**config.mk**
```make
export PLATFORM = sky130hd
export DESIGN_NAME = acl2_sequencer_flat
export DESIGN_NICKNAME = d
export VERILOG_FILES = /design/src/rtl/acl2_pkg.sv /design/src/rtl/acl2_if.sv /design/src/rtl/acl2_cycle_timer.sv /design/src/rtl/acl2_sequencer.sv /design/src/flat_wrapper.sv
export SDC_FILE = /design/constraint.sdc
export NUM_CORES = 1
export LEC_CHECK = 0
export ABC_AREA = 1
export BUFFER_PORTS_ARGS = -buffer_cell sky130_fd_sc_hd__buf_2
export CORE_ASPECT_RATIO = 0.6
export CORE_MARGIN = 2
export CORE_UTILIZATION = 43
export DETAILED_ROUTE_END_ITERATION = 6
export RECOVER_POWER = 100
export SLEW_MARGIN = 30
export SYNTH_ARGS = -nofsm -noshare
export SYNTH_HDL_FRONTEND = slang
export SYNTH_HIERARCHICAL = 1
export SYNTH_SLANG_ARGS = --single-unit
```
**constraint.sdc**
```tcl
create_clock -name CLK -period 4.1 [get_ports CLK]
set_input_delay 0.205 -clock CLK [delete_from_list [all_inputs] [get_ports CLK]]
set_output_delay 0.205 -clock CLK [all_outputs]
set_load 0.03 [all_outputs]
```
**src/rtl/acl2_pkg.sv**
```systemverilog
// Shared constants, FSM state type and the per-state SPI transaction descriptor
// for the ADXL362 sequencer.
package acl2_pkg;

    localparam logic [1:0] OP_REG_READ  = 2'b00;
    localparam logic [1:0] OP_FIFO_READ = 2'b01;
    localparam logic [1:0] OP_WRITE     = 2'b10;

    localparam logic [7:0] XDATA      = 8'h08;
    localparam logic [7:0] YDATA      = 8'h09;
    localparam logic [7:0] ZDATA      = 8'h0A;
    localparam logic [7:0] SOFT_RESET = 8'h1F;
    localparam logic [7:0] POWER_CTL  = 8'h2D;

    localparam logic [7:0] SOFT_RESET_KEY = 8'h52;
    localparam logic [7:0] MEASURE_MODE   = 8'h02;

    typedef enum logic [3:0] {
        WAIT_EN,
        CFG_SOFTRST,
        CFG_SRWAIT,
        CFG_MEAS,
        IDLE,
        RD_X,
        RD_Y,
        RD_Z,
        PUBLISH
    } acl2_state_e;

    typedef struct packed {
        logic       req;
        logic [1:0] op;
        logic [7:0] addr;
        logic [7:0] wdata;
    } acl2_xfer_t;

    // Which SPI transaction (if any) a state owns.
    function automatic acl2_xfer_t xfer_for(input acl2_state_e st);
        acl2_xfer_t x;
        x.req   = 1'b1;
        x.op    = OP_REG_READ;
        x.addr  = 8'h00;
        x.wdata = 8'h00;
        case (st)
            CFG_SOFTRST: begin
                x.op    = OP_WRITE;
                x.addr  = SOFT_RESET;
                x.wdata = SOFT_RESET_KEY;
            end
            CFG_MEAS: begin
                x.op    = OP_WRITE;
                x.addr  = POWER_CTL;
                x.wdata = MEASURE_MODE;
            end
            RD_X:    x.addr = XDATA;
            RD_Y:    x.addr = YDATA;
            RD_Z:    x.addr = ZDATA;
            default: x.req  = 1'b0;
        endcase
        return x;
    endfunction

endpackage

```
**src/rtl/acl2_if.sv**
```systemverilog
// Request/response bundle between the sequencer (master) and the SPI
// transaction engine (slave).
interface acl2_if;
    logic       SPI_START;
    logic [1:0] SPI_OP;
    logic [7:0] SPI_ADDR;
    logic [7:0] SPI_WDATA;
    logic       SPI_BUSY;
    logic       SPI_DONE;
    logic [7:0] SPI_RDATA;

    modport master (
        output SPI_START, SPI_OP, SPI_ADDR, SPI_WDATA,
        input  SPI_BUSY, SPI_DONE, SPI_RDATA
    );

    modport slave (
        input  SPI_START, SPI_OP, SPI_ADDR, SPI_WDATA,
        output SPI_BUSY, SPI_DONE, SPI_RDATA
    );
endinterface

```
**src/rtl/acl2_cycle_timer.sv**
```systemverilog
// Saturating down-counter: load_i presets LOAD_VAL, count_i decrements toward
// zero, expired_o is high while the count sits at zero.
module acl2_cycle_timer #(
    parameter int unsigned LOAD_VAL = 1
) (
    input  logic clk_i,
    input  logic rst_i,
    input  logic load_i,
    input  logic count_i,
    output logic expired_o
);
    localparam int unsigned W = (LOAD_VAL > 0) ? $clog2(LOAD_VAL + 1) : 1;

    logic [W-1:0] cnt_q, cnt_d;

    always_comb begin
        cnt_d = cnt_q;
        if (load_i) begin
            cnt_d = W'(LOAD_VAL);
        end else if (count_i && (cnt_q != '0)) begin
            cnt_d = cnt_q - W'(1);
        end
    end

    always_ff @(posedge clk_i) begin
        if (rst_i) cnt_q <= '0;
        else       cnt_q <= cnt_d;
    end

    assign expired_o = (cnt_q == '0);
endmodule

```
**src/rtl/acl2_sequencer.sv**
```systemverilog
// ADXL362 bring-up and periodic XYZ burst reader on top of a byte-level SPI
// engine, with a per-transaction watchdog that forces re-configuration.
module acl2_sequencer
    import acl2_pkg::*;
#(
    parameter int unsigned SAMPLE_PERIOD  = 1_000_000,
    parameter int unsigned SOFTRST_WAIT   = 50_000,
    parameter int unsigned TIMEOUT_CYCLES = 200_000
) (
    input  logic       CLK,
    input  logic       RST,
    input  logic       ENABLE,
    acl2_if.master     spi,
    output logic [7:0] X_DATA,
    output logic [7:0] Y_DATA,
    output logic [7:0] Z_DATA,
    output logic       SAMPLE_VALID,
    output logic       CONFIGURED,
    output logic       TIMEOUT_ERR
);
    acl2_state_e state_q, state_d;
    logic        start_q, start_d, pend_q, pend_d;
    logic [1:0]  op_q, op_d;
    logic [7:0]  addr_q, addr_d, wdata_q, wdata_d;
    logic [7:0]  sx_q, sx_d, sy_q, sy_d;
    logic [7:0]  x_q, x_d, y_q, y_d, z_q, z_d;
    logic        valid_q, valid_d, cfg_q, cfg_d, terr_q, terr_d;
    logic        smp_load, smp_count, smp_exp, sr_load, sr_exp, tmo_exp;
    logic        done, issue;
    acl2_xfer_t  xfer;

    assign xfer  = xfer_for(state_q);
    assign done  = pend_q && spi.SPI_DONE;
    assign issue = xfer.req && !pend_q && !spi.SPI_BUSY;
    // The sample period freezes only while parked in IDLE with sampling disabled.
    assign smp_count = !((state_q == IDLE) && !ENABLE);

    acl2_cycle_timer #(.LOAD_VAL(SAMPLE_PERIOD - 1)) u_smp_tmr (
        .clk_i(CLK), .rst_i(RST), .load_i(smp_load), .count_i(smp_count), .expired_o(smp_exp)
    );
    acl2_cycle_timer #(.LOAD_VAL(SOFTRST_WAIT - 1)) u_sr_tmr (
        .clk_i(CLK), .rst_i(RST), .load_i(sr_load), .count_i(1'b1), .expired_o(sr_exp)
    );
    acl2_cycle_timer #(.LOAD_VAL(TIMEOUT_CYCLES)) u_tmo_tmr (
        .clk_i(CLK), .rst_i(RST), .load_i(issue), .count_i(pend_q), .expired_o(tmo_exp)
    );

    always_comb begin
        state_d  = state_q;
        start_d  = 1'b0;
        pend_d   = pend_q;
        op_d     = op_q;
        addr_d   = addr_q;
        wdata_d  = wdata_q;
        sx_d     = sx_q;
        sy_d     = sy_q;
        x_d      = x_q;
        y_d      = y_q;
        z_d      = z_q;
        valid_d  = 1'b0;
        cfg_d    = cfg_q;
        terr_d   = terr_q;
        smp_load = 1'b0;
        sr_load  = 1'b0;

        if (issue) begin
            start_d = 1'b1;
            pend_d  = 1'b1;
            op_d    = xfer.op;
            addr_d  = xfer.addr;
            wdata_d = xfer.wdata;
        end

        case (state_q)
            WAIT_EN:     if (ENABLE) state_d = CFG_SOFTRST;
            CFG_SOFTRST: if (done) begin
                sr_load = 1'b1;
                state_d = CFG_SRWAIT;
            end
            CFG_SRWAIT:  if (sr_exp) state_d = CFG_MEAS;
            CFG_MEAS:    if (done) begin
                cfg_d    = 1'b1;
                smp_load = 1'b1;
                state_d  = IDLE;
            end
            IDLE:        if (ENABLE && smp_exp) begin
                smp_load = 1'b1;
                state_d  = RD_X;
            end
            RD_X:        if (done) begin
                sx_d    = spi.SPI_RDATA;
                state_d = RD_Y;
            end
            RD_Y:        if (done) begin
                sy_d    = spi.SPI_RDATA;
                state_d = RD_Z;
            end
            // Publish straight from the Z completion so outputs move one cycle after DONE.
            RD_Z:        if (done) begin
                x_d     = sx_q;
                y_d     = sy_q;
                z_d     = spi.SPI_RDATA;
                valid_d = 1'b1;
                state_d = PUBLISH;
            end
            PUBLISH:     state_d = IDLE;
            default:     state_d = WAIT_EN;
        endcase

        if (done) begin
            pend_d = 1'b0;
        end else if (pend_q && tmo_exp) begin
            pend_d  = 1'b0;
            terr_d  = 1'b1;
            cfg_d   = 1'b0;
            state_d = CFG_SOFTRST;
        end
    end

    always_ff @(posedge CLK) begin
        if (RST) begin
            state_q <= WAIT_EN;
            start_q <= 1'b0;
            pend_q  <= 1'b0;
            op_q    <= 2'b00;
            addr_q  <= 8'h00;
            wdata_q <= 8'h00;
            sx_q    <= 8'h00;
            sy_q    <= 8'h00;
            x_q     <= 8'h00;
            y_q     <= 8'h00;
            z_q     <= 8'h00;
            valid_q <= 1'b0;
            cfg_q   <= 1'b0;
            terr_q  <= 1'b0;
        end else begin
            state_q <= state_d;
            start_q <= start_d;
            pend_q  <= pend_d;
            op_q    <= op_d;
            addr_q  <= addr_d;
            wdata_q <= wdata_d;
            sx_q    <= sx_d;
            sy_q    <= sy_d;
            x_q     <= x_d;
            y_q     <= y_d;
            z_q     <= z_d;
            valid_q <= valid_d;
            cfg_q   <= cfg_d;
            terr_q  <= terr_d;
        end
    end

    assign spi.SPI_START = start_q;
    assign spi.SPI_OP    = op_q;
    assign spi.SPI_ADDR  = addr_q;
    assign spi.SPI_WDATA = wdata_q;
    assign X_DATA        = x_q;
    assign Y_DATA        = y_q;
    assign Z_DATA        = z_q;
    assign SAMPLE_VALID  = valid_q;
    assign CONFIGURED    = cfg_q;
    assign TIMEOUT_ERR   = terr_q;
endmodule

```
**src/flat_wrapper.sv**
```systemverilog
// flat-port wrapper written by rule: the top's interface ports become plain ports
module acl2_sequencer_flat import acl2_pkg::*;
#(
    parameter int unsigned SAMPLE_PERIOD  = 1_000_000,
    parameter int unsigned SOFTRST_WAIT   = 50_000,
    parameter int unsigned TIMEOUT_CYCLES = 200_000
)
  (CLK, RST, ENABLE, X_DATA, Y_DATA, Z_DATA, SAMPLE_VALID, CONFIGURED, TIMEOUT_ERR, spi_SPI_START, spi_SPI_OP, spi_SPI_ADDR, spi_SPI_WDATA, spi_SPI_BUSY, spi_SPI_DONE, spi_SPI_RDATA);
  acl2_if spi_i ();
  input  logic CLK;
  input  logic RST;
  input  logic ENABLE;
  output logic [7:0] X_DATA;
  output logic [7:0] Y_DATA;
  output logic [7:0] Z_DATA;
  output logic SAMPLE_VALID;
  output logic CONFIGURED;
  output logic TIMEOUT_ERR;
  output wire logic [$bits(spi_i.SPI_START)-1:0] spi_SPI_START;
  output wire logic [$bits(spi_i.SPI_OP)-1:0] spi_SPI_OP;
  output wire logic [$bits(spi_i.SPI_ADDR)-1:0] spi_SPI_ADDR;
  output wire logic [$bits(spi_i.SPI_WDATA)-1:0] spi_SPI_WDATA;
  input wire logic [$bits(spi_i.SPI_BUSY)-1:0] spi_SPI_BUSY;
  input wire logic [$bits(spi_i.SPI_DONE)-1:0] spi_SPI_DONE;
  input wire logic [$bits(spi_i.SPI_RDATA)-1:0] spi_SPI_RDATA;
  assign spi_SPI_START = spi_i.SPI_START;
  assign spi_SPI_OP = spi_i.SPI_OP;
  assign spi_SPI_ADDR = spi_i.SPI_ADDR;
  assign spi_SPI_WDATA = spi_i.SPI_WDATA;
  assign spi_i.SPI_BUSY = spi_SPI_BUSY;
  assign spi_i.SPI_DONE = spi_SPI_DONE;
  assign spi_i.SPI_RDATA = spi_SPI_RDATA;
  acl2_sequencer #(.SAMPLE_PERIOD(SAMPLE_PERIOD), .SOFTRST_WAIT(SOFTRST_WAIT), .TIMEOUT_CYCLES(TIMEOUT_CYCLES)) u_core (.CLK(CLK), .RST(RST), .ENABLE(ENABLE), .spi(spi_i), .X_DATA(X_DATA), .Y_DATA(Y_DATA), .Z_DATA(Z_DATA), .SAMPLE_VALID(SAMPLE_VALID), .CONFIGURED(CONFIGURED), .TIMEOUT_ERR(TIMEOUT_ERR));
endmodule
```
; Yosys cells after proc, flatten, opt, wreduce, memory -nomap -nowiden
; Cells that the tools add are included.
[classes]
addsub = 3
eq_ne = 8
n_mux = 30
bitwise = 2
n_reduce_logical = 33
[op_table]
columns = cell, count
row1 = $mux 20, 2
row2 = $mux 4, 10
row3 = $mux 18, 2
row4 = $pmux 4 s9, 1
row5 = $mux 16, 2
row6 = $pmux 6 s5, 1
row7 = $logic_not 20->1, 1
row8 = $reduce_bool 20->1, 1
row9 = $sub 20x1->20 const B, 1
row10 = $logic_not 18->1, 1
row11 = $reduce_bool 18->1, 1
row12 = $sub 18x1->18 const B, 1
row13 = $eq 4x3->1 const B, 4
row14 = $logic_not 16->1, 1
row15 = $reduce_bool 16->1, 1
row16 = $sub 16x1->16 const B, 1
row17 = $pmux 7 s2, 1
row18 = $reduce_or 2->1, 5
row19 = $mux 1, 9
row20 = $eq 4x2->1 const B, 2
row21 = $logic_and 1x1->1, 8
row22 = $reduce_and 2->1, 4
row23 = $reduce_bool 2->1, 3
row24 = $reduce_or 5->1, 1
row25 = other kinds (8), 12
[word_totals]
ff_bits = 121
inputBits = 13
output_inout_bits = 46
word_cells = 96

; Depth between registers and ports, before layout
[depth]
word_depth = 6
depth_mapped = 14
depth_no_buf = 13

; Hierarchy
; Netlist, hierarchy kept.
[modules_own_cells]
columns = mod, n_inst, cells_each, area_per_inst_um2, seq_area_each_um2
row1 = acl2_sequencer, 1, 303, 2357.3, 1121.1
row2 = acl2_cycle_timer at u_core.u_smp_tmr, 1, 220, 1325.0, 400.4
row3 = acl2_cycle_timer at u_core.u_tmo_tmr, 1, 181, 1183.6, 360.3
row4 = acl2_cycle_timer at u_core.u_sr_tmr, 1, 166, 1071.0, 320.3

; Least setup slack after synthesis
; OpenSTA, ideal clock, no wires.
[synth_path]
path_kind = flip-flop to flip-flop
from = reg u_core.u_smp_tmr.cnt_q[0]
to = reg u_core.u_smp_tmr.cnt_q[2]
setup_time_ns = 0.130
t_arrival_ns = 1.849
required_time_ns = 3.970
slack_ns = 2.121
stages_incl_launch_ff = 14
path_buffers = 2
period_less_slack_ns = 1.979
path_cell_list = dfxtp_1 > inv_1 > ha_1 > nand2_2 > nor2_4 > nand3_4 > buf_6 > inv_1 > nand2_1 > o21ai_0 > inv_1 > buf_2 > nand3_1 > a21oi_1
[synth_between]
elab_chain_len = 5
word_cells_on_any_way = 10
cone_classes = 1 x add/sub / 4 x mux / 5 x reduce/logical
[synth_lines]
columns = item, line_no
row1 = start: declaration, acl2_cycle_timer.sv:14  ; logic [W-1:0] cnt_q, cnt_d;
row2 = start signal: assignment, acl2_cycle_timer.sv:27  ; else cnt_q <= cnt_d;
row3 = $logic_not 20->1 *, acl2_cycle_timer.sv:30  ; assign expired_o = (cnt_q == '0);
row4 = via u_core.smp_exp, acl2_sequencer.sv:28  ; logic smp_load, smp_count, smp_exp, sr_load, sr_exp, tmo_exp;
row5 = $logic_and 1x1->1 *, acl2_sequencer.sv:86  ; IDLE: if (ENABLE && smp_exp) begin
row6 = $mux 1 *, acl2_sequencer.sv:86
row7 = $pmux 1 s2 *, acl2_sequencer.sv:74  ; case (state_q)
row8 = via u_core.smp_load, acl2_sequencer.sv:28
row9 = $mux 20 or $reduce_bool 2->1 (tied branches), n/a
; Mark *: on every way through the listed nets, which the timed path passes. The rest lies on a longest branch. The select of a mux whose other input is x is not followed.
; A chain may end at the register's enable or synchronous reset.

; Worst setup path in the final report
[layout_path]
from = reg u_core.state_q[0]
to = reg u_core.u_smp_tmr.cnt_q[8]
[layout_between]
elab_chain_len = 4
word_cells_on_any_way = 7
cone_classes = 2 x eq/ne / 1 x mux / 4 x reduce/logical
[layout_lines]
columns = item, line_no
row1 = start: declaration, acl2_sequencer.sv:21  ; acl2_state_e state_q, state_d;
row2 = start signal: assignment, acl2_sequencer.sv:137  ; state_q <= state_d;
row3 = $eq 4x3->1, acl2_sequencer.sv:36  ; assign smp_count = !((state_q == IDLE) && !ENABLE);
row4 = $logic_and 1x1->1, acl2_sequencer.sv:36
row5 = $logic_not 1->1, acl2_sequencer.sv:36
row6 = via u_core.smp_count, acl2_sequencer.sv:28
row7 = $logic_and 1x1->1, acl2_cycle_timer.sv:20  ; end else if (count_i && (cnt_q != '0)) begin
; The timed path passes the listed nets, and every way through them passes these cells.

==> flow_results.org <==
** Placement
- Routability-driven placement finished with a final weighted congestion of a little under 0.9.
- Before CTS, the worst setup slack after placement is 1.82 ns.
- Placed Instances :: about 1100
- Count of port buffers added during placement :: 50
- The wire-length estimate of the detail-placed layout is about 9.8 mm.

** Floorplanning
- Horizontal die dimension :: around 160 um
- Pin placement for this block handled 59 I/O pins.
- The initial utilization of the core area, before any placement, comes to about 44%.
- Site Rows :: 33
- Chip height :: between 90 and 100 um
- Core Region :: 13600 um2
- The floorplan step defined a die boundary enclosing between 10000 and 15000 um2.

** Drt
- Wires add up to about 14 mm.
- After detailed routing, the number of remaining DRC violations is 0.
- Violation count after the first detailed-routing iteration :: 422
- Residual antenna-violating net count after detailed routing :: 0
- After detailed routing, the number of vias per cell comes to slightly below 5.
- The first detailed-routing pass ran for 6 iterations.
- In the final routed layout, each cell accounts on average for around 13 um.
- Via count of the routed design :: around 5300

** Timing
- Dividing the final minimum period by the clock period gives 71.5%.
- The number of hold violations in the final report came to 0.
- Unrepaired setup endpoints after global routing :: no
- Highest clock rate :: between 300 and 400 MHz
- Worst Clk Skew :: about 0.0092 ns
- Worst slew slack as a fraction of its limit :: -5.09%
- After layout, the minimum clock period comes to a little under 3 ns.
- Setup total negative slack on the finished layout was measured at 0 ns.
- In the post-route analysis, the smallest setup slack over all paths is approximately 1.2 ns.
- The count of final max-slew check failures is 34.
- Setup violations, final :: 0
- Actual slew at the worst max-slew pin :: 1.58 ns

** Logic synthesis
- The mapped netlist covers just under 6000 um2.
- For this run, asynchronously set or reset flops after synthesis account for 0%.
- Synthesis produced a netlist whose cell count is 870.
- During synthesis, Yosys emitted a total of 6 warnings.
- Average cell area after synthesis :: around 7 um2
- The most used flip-flop cell after synthesis is dfxtp_1.
- Number of flops mapped to enable cells by yosys :: 0
- Count of distinct cell types in the synthesized netlist :: 45
- Sequential cells were found to cover between 30% and 40% of the synthesized design area.
- Synthesis-stage register bit count :: between 100 and 150

** GRT
- Maximum number of pins on one net before global-route repair :: 38
- The via count of the first global-routing pass was about 4500.
- First-pass GRT wire length :: between 20 and 25 mm
- GRT Residual Overflow :: 0
- In the global route stage, overall resource usage came out at between 10% and 20%.
- Initial antenna violation count :: 0

** Worst setup path
- Counting cells, the worst reg-to-reg path comes to 9.
- The worst setup path is captured at a flip-flop.
- Maximum fanout along the worst path :: 19
- R2R Setup Slk :: ~1.2 ns
- End of the worst register-to-register path :: u_core/u_smp_tmr/cnt_q[8]
- At the worst endpoint, the arrival time is 3.23 ns.
- Startpoint of the worst-slack reg-to-reg timing path :: u_core/state_q[0]
- The kind of cell with the highest combined delay along the critical path is simple AND/OR/NAND/NOR gates.
- By instance count, the cell type seen most on the critical path is nand2_1.
- The critical path is of the reg -> reg type.
- STA classifies the critical path startpoint as a flip-flop.
- The number of buffers and inverters on the critical path is 1.
- Slowest stage cell, crit path :: dfxtp_1
- Cell-by-cell listing of the critical path :: nor2_1, nand2_1, or2_0, nand2_1, inv_1, nand2_1, nand2_1, nand2_1, nor2_1
- Crit path largest cell delay :: between 0.6 and 0.7 ns
- CP required :: around 4.4 ns

** Clocking
- Total number of clock tree sinks :: 110
- Post-CTS Setup Repair Bufs :: 0
- Number of buffers created by CTS :: 9
- Once the clock tree was built, the resizer swapped 0 gates to a different size.
- Clock-pin slew was measured on the worst setup and hold paths at 0.08 ns.
- Maximum number of buffers from clock root to sink :: 2
- Later-pin clock latency in the skew report :: 0.36 ns
- CTS placed an instance of clkbuf_16 at the clock tree root.
- TritonCTS clock tree :: done
- For this design, the CTS-stage hold fixing added 0 buffers.
- Level count of the clock H-tree :: 3

** Hold path
- Critical hold path startpoint :: spi_SPI_RDATA[7]
- The path with the worst hold slack has its endpoint at u_core/sx_q[7].
- Worst min-delay path class :: in -> reg
- Hold Path Cell Cnt :: 3

** Finish
- Post-layout net count :: a little over 900
- Leaving out fill and tap cells, the most frequent cell in the layout is nand2_1.
- Of the cells placed in the final design, the portion with a size suffix greater than 1 is 7.44%.
- Area growth from synthesis to layout :: 7.14%
- For this run, the number of standard cells in the final layout without fillers is between 1000 and 1500.
- Final-layout fill cell count :: around 1400
- Diodes inserted :: 0
- Top library cells by usage in the layout, fill and taps aside :: nand2_1, nor2_1, dfxtp_1

** Power
- Power density of the placed cells :: 662 nW/um2
- In this run the static leakage power is around 2.9 nW.
- Worst IR Drop VDD :: 0.251 mV

** Outcome
- Violations in the final reports :: max-capacitance violations, max-slew violations
- The run finished, with violations left.

** Run
- Count of max-cap constraint violations :: 2
worst max path at each step:
| stage | to | start | cells past startpoint | slack (ns) |
|---|---|---|---|---|
| floorplan | u_core/u_smp_tmr/cnt_q[2] | u_core/u_smp_tmr/cnt_q[0] | 13 | 2.12 |
| global placement | u_core/u_smp_tmr/cnt_q[5] | u_core/u_smp_tmr/cnt_q[0] | 13 | 1.90 |
| detailed placement | u_core/u_smp_tmr/cnt_q[5] | u_core/u_smp_tmr/cnt_q[0] | 13 | 1.82 |
| CTS | u_core/u_smp_tmr/cnt_q[5] | u_core/u_smp_tmr/cnt_q[0] | 13 | 1.81 |
| global route | u_core/u_smp_tmr/cnt_q[8] | u_core/state_q[0] | 9 | 0.89 |
| finish | u_core/u_smp_tmr/cnt_q[8] | u_core/state_q[0] | 9 | 1.17 |
synthesized netlist by cell type (2+ instances only):
cell type,number,share of area [%]
nand2_4,8,1.5
nor4_1,2,0.21
nand3_2,4,0.67
nand3_1,98,8.3
conb_1,2,0.13
nand3b_1,2,0.25
dfxtp_1,110,37
a21oi_1,66,5.6
nor3_4,2,0.55
nor3_1,5,0.42
xnor2_1,6,0.89
clkbuf_1,8,0.51
buf_4,14,1.8
buf_12,2,0.67
xor2_1,13,1.9
nand2_2,10,1.1
buf_6,6,1.1
o21ai_1,4,0.34
o21ai_0,24,2.0
ha_1,4,0.84
nand4_1,13,1.4
nor2_1,136,8.6
inv_1,98,6.2
nor2_4,7,1.3
nand2_1,194,12
a21oi_2,2,0.30
inv_2,4,0.25
clkinv_1,2,0.13
nor2_2,8,0.84
stage by stage:
stage / total power, W / hold WS, ns / util (%) / cell area, um2
after floorplan: 0.00307 / 0.267 / - / 5970
after global placement: 0.00337 / 0.449 / 45.5 / 6180
after detailed placement: 0.00336 / 0.452 / 45.5 / 6180
after CTS: 0.00428 / 0.111 / 47.8 / 6490
after global routing: 0.00459 / 0.113 / 46.8 / 6360
final: 0.00421 / 0.116 / 46.8 / 6360
cell families (layout without fill, tap and decap cells):
logic type,after synthesis,in the layout,share of synthesized area (%)
and+or+nand+nor,497,497,39.0
buffers and inverters,139,173,11.3
DFF,110,110,37.1
AOI/OAI and AO/OA,99,99,8.81
xor gates and xnor gates,19,19,2.80
adders and majority gates,4,4,0.843
other,2,12,0.126
cell type report:
class	count	area, um2	share of cell area (%)
inverters	106	402	6.31
clock buffers	9	225	3.54
repair buffers	51	205	3.23
flip-flops and latches	110	2200	34.6
multi-input cells	631	3020	47.5
clock inverters	7	83.8	1.32
well taps	175	219	3.44
registers in the layout, indices dropped and copies added (netlist names):
name,count
u_core/X_DATA,8
u_core/sy_q,8
u_core/spi.SPI_WDATA,1
u_core/pend_q,1
u_core/SAMPLE_VALID,1
u_core/TIMEOUT_ERR,1
u_core/spi.SPI_OP,1
u_core/state_q,4
u_core/u_sr_tmr/cnt_q,16
u_core/spi.SPI_ADDR,5
u_core/sx_q,8
u_core/CONFIGURED,1
u_core/u_tmo_tmr/cnt_q,18
u_core/spi.SPI_START,1
u_core/Y_DATA,8
u_core/u_smp_tmr/cnt_q,20
u_core/Z_DATA,8
metal layers:
layer  vias up  GRT usage [%]  share of wire (%)
met2       137           24.8                 35
met1      2341           30.5                 58
met5         -              0                  0
met4         0           4.13               0.74
li1       2825              -                  -
met3         7           4.86                6.3
tightest hold or removal path, stage by stage:
cell and delay, ns:
buf_2 0.10, nor2_1 0.04, nor2_1 0.08
report_power, final:
group | leakage [nW] | internal, W | switching [W]
logic | 1.89 | 0.000661 | 0.00124
registers | 0.894 | 0.00123 | 0.000164
clock network | 0.151 | 0.000442 | 0.000472
total | 2.94 | 0.00234 | 0.00188
No activity file was read; power rests on OpenSTA's default activity.
